<file path="src/rtl/wr_dec_multiport.sv">
// Registered multi-port write-enable decoder for the register file.
// Per-port one-hot row enables with zero-row masking and highest-port-wins collision resolution.
`timescale 1ns/1ps
module wr_dec_multiport #(
  parameter int          ADDR_W   = 5,
  parameter int          PORTS    = 2,
  parameter int          ZERO_EN  = 1,
  parameter int unsigned ZERO_ROW = 31,
  parameter int          CNT_W    = 8,
  localparam int         ROWS     = 2**ADDR_W
) (
  input  logic                  clk,
  input  logic                  reset,
  input  logic                  stall,
  input  logic [PORTS-1:0]      wr_en,
  input  logic [PORTS*ADDR_W-1:0] wr_addr,
  input  logic                  clr_cnt,
  output logic [PORTS*ROWS-1:0] out,
  output logic [ROWS-1:0]       merged,
  output logic [PORTS-1:0]      any_wr,
  output logic                  conflict,
  output logic [CNT_W-1:0]      conflict_cnt
);

  logic [ROWS-1:0]       raw [PORTS];
  logic [ROWS-1:0]       res [PORTS];
  logic [ROWS-1:0]       claimed;
  logic                  hit;

  logic [PORTS*ROWS-1:0] out_d, out_q;
  logic [ROWS-1:0]       merged_d, merged_q;
  logic [PORTS-1:0]      any_wr_d, any_wr_q;
  logic                  conflict_d, conflict_q;
  logic [CNT_W-1:0]      cnt_d, cnt_q;

  // Walk ports from highest to lowest; rows already claimed by a higher port are lost.
  always_comb begin
    claimed = '0;
    hit     = 1'b0;
    for (int p = PORTS - 1; p >= 0; p--) begin
      raw[p] = '0;
      if (wr_en[p] &&
          !((ZERO_EN != 0) && (32'(wr_addr[p*ADDR_W +: ADDR_W]) == ZERO_ROW))) begin
        raw[p][wr_addr[p*ADDR_W +: ADDR_W]] = 1'b1;
      end
      res[p] = raw[p] & ~claimed;
      if ((raw[p] & claimed) != '0) begin
        hit = 1'b1;
      end
      claimed = claimed | raw[p];
    end
  end

  always_comb begin
    out_d      = out_q;
    merged_d   = merged_q;
    any_wr_d   = any_wr_q;
    conflict_d = conflict_q;
    cnt_d      = cnt_q;
    if (!stall) begin
      merged_d = '0;
      for (int p = 0; p < PORTS; p++) begin
        out_d[p*ROWS +: ROWS] = res[p];
        any_wr_d[p]           = |res[p];
        merged_d              = merged_d | res[p];
      end
      conflict_d = hit;
      if (hit && (cnt_q != {CNT_W{1'b1}})) begin
        cnt_d = cnt_q + CNT_W'(1);
      end
    end
    // Clear wins over increment and is honoured while stalled.
    if (clr_cnt) begin
      cnt_d = '0;
    end
  end

  always_ff @(posedge clk or posedge reset) begin
    if (reset) begin
      out_q      <= '0;
      merged_q   <= '0;
      any_wr_q   <= '0;
      conflict_q <= 1'b0;
      cnt_q      <= '0;
    end else begin
      out_q      <= out_d;
      merged_q   <= merged_d;
      any_wr_q   <= any_wr_d;
      conflict_q <= conflict_d;
      cnt_q      <= cnt_d;
    end
  end

  assign out          = out_q;
  assign merged       = merged_q;
  assign any_wr       = any_wr_q;
  assign conflict     = conflict_q;
  assign conflict_cnt = cnt_q;

endmodule

</file>
<file path="config.mk">
export PLATFORM = sky130hd
export DESIGN_NAME = wr_dec_multiport
export DESIGN_NICKNAME = d
export VERILOG_FILES = /design/src/rtl/wr_dec_multiport.sv
export SDC_FILE = /design/constraint.sdc
export NUM_CORES = 1
export LEC_CHECK = 0
export BUFFER_PORTS_ARGS = -buffer_cell sky130_fd_sc_hd__clkbuf_2
export CAP_MARGIN = 5
export CORE_MARGIN = 3
export CORE_UTILIZATION = 25
export DETAILED_ROUTE_END_ITERATION = 7
export RECOVER_POWER = 50
export SYNTH_ARGS = -nofsm -noshare
export SYNTH_HDL_FRONTEND = slang
export SYNTH_SLANG_ARGS = --single-unit
</file>
<file path="constraint.sdc">
create_clock -name clk -period 3.8 [get_ports clk]
set_input_delay 0.76 -clock clk [delete_from_list [all_inputs] [get_ports clk]]
set_output_delay 0.76 -clock clk [all_outputs]
set_load 0.01 [all_outputs]
</file>
Word level (Yosys, flattened, before mapping)
Index checks and enable logic that the tools add are counted.
- bitwise gates (word level): 4
- reductions and logical operators: 12
- $lt $le $gt $ge: 4
- eq/ne operators: 4
- multiplexer cells: 10
- $add $sub $neg: 1
- operator list (operator ; number):
    32-bit AND ; 2
    32-bit two-way mux ; 2
    32-bit OR reduction ; 2
    32-bit inverter ; 1
    32-bit OR ; 1
    32-bit nonzero test ; 1
    8-bit two-way mux ; 3
    5-bit by 6-bit < comparator with 1-bit output (second input constant) ; 2
    1-bit demux with 5-bit select ; 2
    5-bit equality test (second input constant) ; 2
    5-bit by 1-bit >= comparator with 1-bit output (second input constant) ; 2
    8-bit by 1-bit adder with 8-bit output (second input constant) ; 1
    8-bit inequality test (second input constant) ; 1
    1-bit logical AND ; 5
    1-bit two-way mux ; 3
    1-bit logical NOT ; 2
    2-bit by 1-bit inequality test with 1-bit output (second input constant) ; 1
    2-bit AND reduction ; 1
    2-bit nonzero test ; 1
- output and inout bits: 107
- flip-flop bits (word level): 107
- word-level logic and storage cells: 40

Depth between registers and ports, before layout
- depth in word-level cells: 12
- mapped depth: 9

Worst setup path before layout
OpenSTA, ideal clock, no wires.
- kind: input to register
- start: input port wr_en[1]
- end: register cnt_q[7] (netlist: conflict_cnt[7])
- data required time: 3.673 ns
- arrival: 2.503 ns
- cell stages on the path: 9
- buffers on the path: 2
- setup slack: 1.170 ns
- setup time: 0.127 ns
- cells stage by stage: buf_6 nand2_4 or3_1 buf_2 o22a_1 o2111a_2 a21boi_4 nand4_1 mux2_1
- word-level cells in the longest chain between the ends: 8
- ends and longest elaborated chain (item ; RTL line ; RTL):
    start, declared ; 15 ; input logic [PORTS-1:0] wr_en,
    1-bit logical AND ; 42 ; if (wr_en[p] &&
    32-bit two-way mux ; 42 ;
    32-bit AND ; 47 ; if ((raw[p] & claimed) != '0) begin
    32-bit nonzero test ; 47 ;
    1-bit two-way mux ; 47 ;
    1-bit logical AND ; 68 ; if (hit && (cnt_q != {CNT_W{1'b1}})) begin
    2-bit nonzero test (no source line) ; n/a ;
    2-bit AND reduction (no source line) ; n/a ;
    end signal, assigned ; 90 ; cnt_q <= cnt_d;
    end, declared ; 34 ; logic [CNT_W-1:0] cnt_d, cnt_q;
Every way passes these cells.
A chain may end at the register's enable or synchronous reset.

Worst setup path in the final report
- start: input port wr_addr[1]
- end: register cnt_q[7] (netlist: conflict_cnt[7])
- word-level cells in the longest chain between the ends: 11
- elaborated cells between the ends (all ways): 15
- ends and longest elaborated chain (item ; RTL line ; RTL):
    start, declared ; 16 ; input logic [PORTS*ADDR_W-1:0] wr_addr,
    5-bit by 6-bit < comparator with 1-bit output (implied by the code) / 5-bit by 1-bit >= comparator with 1-bit output (equally long branches) ; 44 ; raw[p][wr_addr[p*ADDR_W +: ADDR_W]] = 1'b1;
    1-bit logical AND (implied by the code) ; 44 ;
    1-bit two-way mux (implied by the code) ; 44 ;
    1-bit demux with 5-bit select ; 44 ;
    32-bit two-way mux (*) ; 42 ;
    32-bit AND (*) ; 47 ;
    32-bit nonzero test (*) ; 47 ;
    1-bit two-way mux (*) ; 47 ;
    1-bit logical AND (*) ; 68 ;
    2-bit nonzero test (no source line) (*) ; n/a ;
    2-bit AND reduction (no source line) (*) ; n/a ;
Mark *: on every way between the ends. The rest lies on a longest branch, timed or not.

==> impl_metrics.toml <==
[synth]
synth_cells = 572
synthFlopType = "dfrtp_1"
syn_area_per_cell_um2 = 9.08
synthArstFlopShare_pct = 100
synth.distinct_cells = 58
syn-cell-area_um2 = 5190
synth_edf_count = 0
ys_warn_count = 0
synth.area.top_cells = "dfrtp_1 (52%), nand2_1 (8.5%), o21ai_0 (5.6%)"
seq_area_frac_synth_pct = 51.6
synth_top_family_by_area = "simple AND/OR/NAND/NOR gates"
yosysTopAreaCell = "dfrtp_1"
synthAdderAreaFrac_pct = 0.241
syn_nets = 589
synth_compound_area_share_pct = 18.1
synth_xor_area_share_pct = 1.18
yosysTopAreaCellShare_pct = 51.6
ys_seq_elements = 107
yosys.area_share.simple_pct = 23.6
synthMuxAreaShare_pct = 1.28

[clock_network]
cts_hold_buffers = 0
cts.repair.resized = 0
path_clk_slew_ns = 0.07
clock_sinks = 107
clk_latency_ns = 0.35
clock_path_buffers = 2
clock-root-buffer = "clkbuf_16"
post_cts.repair.setup_buffers = 0
cts_buffers = 9
htree_levels = 3
cts_tree = "yes"

[critical_path]
crit_required_ns = 4.04
crit_fanout = 13
timing.reg2reg.setup_slack_ns = 1.72
slowest_stage = "xnor2_1"
worstRegToRegCells = 6
crit_path_end_kind = "register"
crit_path_cell_trace = "clkbuf_2 -> xnor2_1 -> a32oi_1 -> o32ai_1 -> nor4_2 -> buf_4 -> a21boi_4 -> nand4_1 -> mux2_1"
cp_slowest_stage_delay_ns = 0.47
crit_path_start = "wr_addr[1]"
arrival_ns = 3.00
path_depth = 9
startpoint_type = "primary input"
cp_num_buf_inv = 2
r2r_start = "conflict_cnt[2]"
critPathKind = "in -> reg"
crit_family = "compound AO/OA/AOI/OAI gates"
timing.rr.end = "conflict_cnt[7]"

[die]
core-area_um2 = 20300
die_w_um = 150
io_pins = 123
die-area_um2 = 22500
die_y_um = 150
initial_utilization_pct = 25.6
placementRows = 52

[placement]
dp_hpwl_um = 12900
dp.cells = 936
gp_congestion = 0.861
port_buffers = 122
dpl_cell_area_um2 = 6090

[timing]
hold_viol_final = 0
tightest_slew_ns = 1.90
hold_ws_ns = 0.481
max-slew-margin-rel_pct = -27.3
rsz0062_at_grt = "no"
maxSlewViolCount = 42
setup_tns_ns = 0
clock_skew_ns = 0.00115
fin_crit_ns = 2.76
finalSetupViolCount = 0
fin_crit_sh_pct = 72.7
max_clock_freq_mhz = 362

[detailed_routing]
dr.pass1.iters = 5
ant_nets = 0
num_vias = 4653
vias_per_cell = 4.89
wl_per_cell_um = 18.8
drt_iter0_markers = 424
routed_wl_um = 17900
drc = 0

[global_routing]
grt_max_degree = 107
antenna_found_initial = 0
grt_usage_pct = 16.0
grt_pass1_vias = 4523
overflow = 0
grt_pass1_wl_um = 27500

[layout]
drive_gt1_share_pct = 19.2
fill_cells = 2198
layout.nets = 694
final_cell_mix = "nand2_1 (117), dfrtp_1 (107), clkbuf_2 (83)"
seq_area_um2 = 2680
fin_cells = 952
syn2layout_area_growth_pct = 22.4
multiInputGateArea_um2 = 2310
layout_commonest_cell = "nand2_1"
design_area_um2 = 6350
antenna_cells = 0
fin_util_pct = 31.3

[run_status]
violations = "max-capacitance violations, max-slew violations"
status = "finished, violations left"

[flow_run]
drv_cap = 1

[hold_path]
min_from = "out[10]"
hp-class = "reg -> reg"
whs_endpoint = "out[10]"
hold_depth = 2

[pwr]
ir_drop_mv = 0.193
power_density_nw_per_um2 = 380
p_leak_nw = 2.75
## per-layer routing
metal / up-vias / routed length [um] / global-route usage, %
met5: - / 0 / 0
met4: 0 / 459 / 6.08
met3: 25 / 1250 / 3.73
met2: 155 / 8160 / 24.4
met1: 2242 / 7990 / 22.1
li1: 2231 / - / -
## worst max-delay path by stage
| stage | slack (ns) | to |
|---|---|---|
| floorplan | 0.22 | any_wr[0] |
| global placement | 0.76 | conflict_cnt[6] |
| detailed placement | 0.71 | conflict_cnt[6] |
| CTS | 1.09 | conflict_cnt[6] |
| global route | 0.88 | conflict_cnt[7] |
| finish | 1.04 | conflict_cnt[7] |
## tightest hold or removal path, cell delays in order (launching register included)
cell,delay (ns)
dfrtp_1,0.34
nand2_1,0.04
o21ai_0,0.06
## cells by family (layout without fill, tap and decap cells)
logic type	after synthesis	in the layout
mux	6	6
simple gates	259	259
buf+inv	48	158
compound gates	144	144
xor+xnor	7	7
flops	107	107
fa+ha+maj	1	1
## sequential cells by signal (all words and copies together), names as in the netlist
register,flops
conflict_cnt,8
conflict,1
out,64
merged,32
any_wr,2
## layout make-up
| type | instances | area share, % |
|---|---|---|
| well taps | 270 | 5.32 |
| repair buffers | 140 | 11.1 |
| inverters | 2 | 0.138 |
| clock inverters | 6 | 1.40 |
| flip-flops and latches | 107 | 42.1 |
| multi-input cells | 417 | 36.3 |
| clock buffers | 10 | 3.60 |
## through the flow
stage               setup slack [ns]  power, mW
floorplan                      0.223       1.33
global placement               0.757       1.42
detailed placement             0.714       1.42
CTS                             1.09       2.45
global route                   0.884       2.52
finish                          1.04       2.42
## cell usage after synthesis, types with 4 or more instances
cell type,instances
o21ai_0,58
nand4b_1,5
xnor2_1,6
nand2_1,117
nor2_1,72
o31ai_1,21
clkbuf_1,32
and2_1,5
nand3_1,5
and3_1,4
nor2b_1,8
a31oi_1,5
o22ai_1,6
a21oi_1,17
nand4_1,7
dfrtp_1,107
nand2b_1,7
o41ai_1,20
buf_2,11
## report_power, final
group / internal [mW] / total, mW / switching (mW)
combinational: 0.0602 / 0.227 / 0.167
clock: 0.580 / 1.02 / 0.442
sequential: 1.16 / 1.17 / 0.0110
Power figures use the tool's default switching activity.
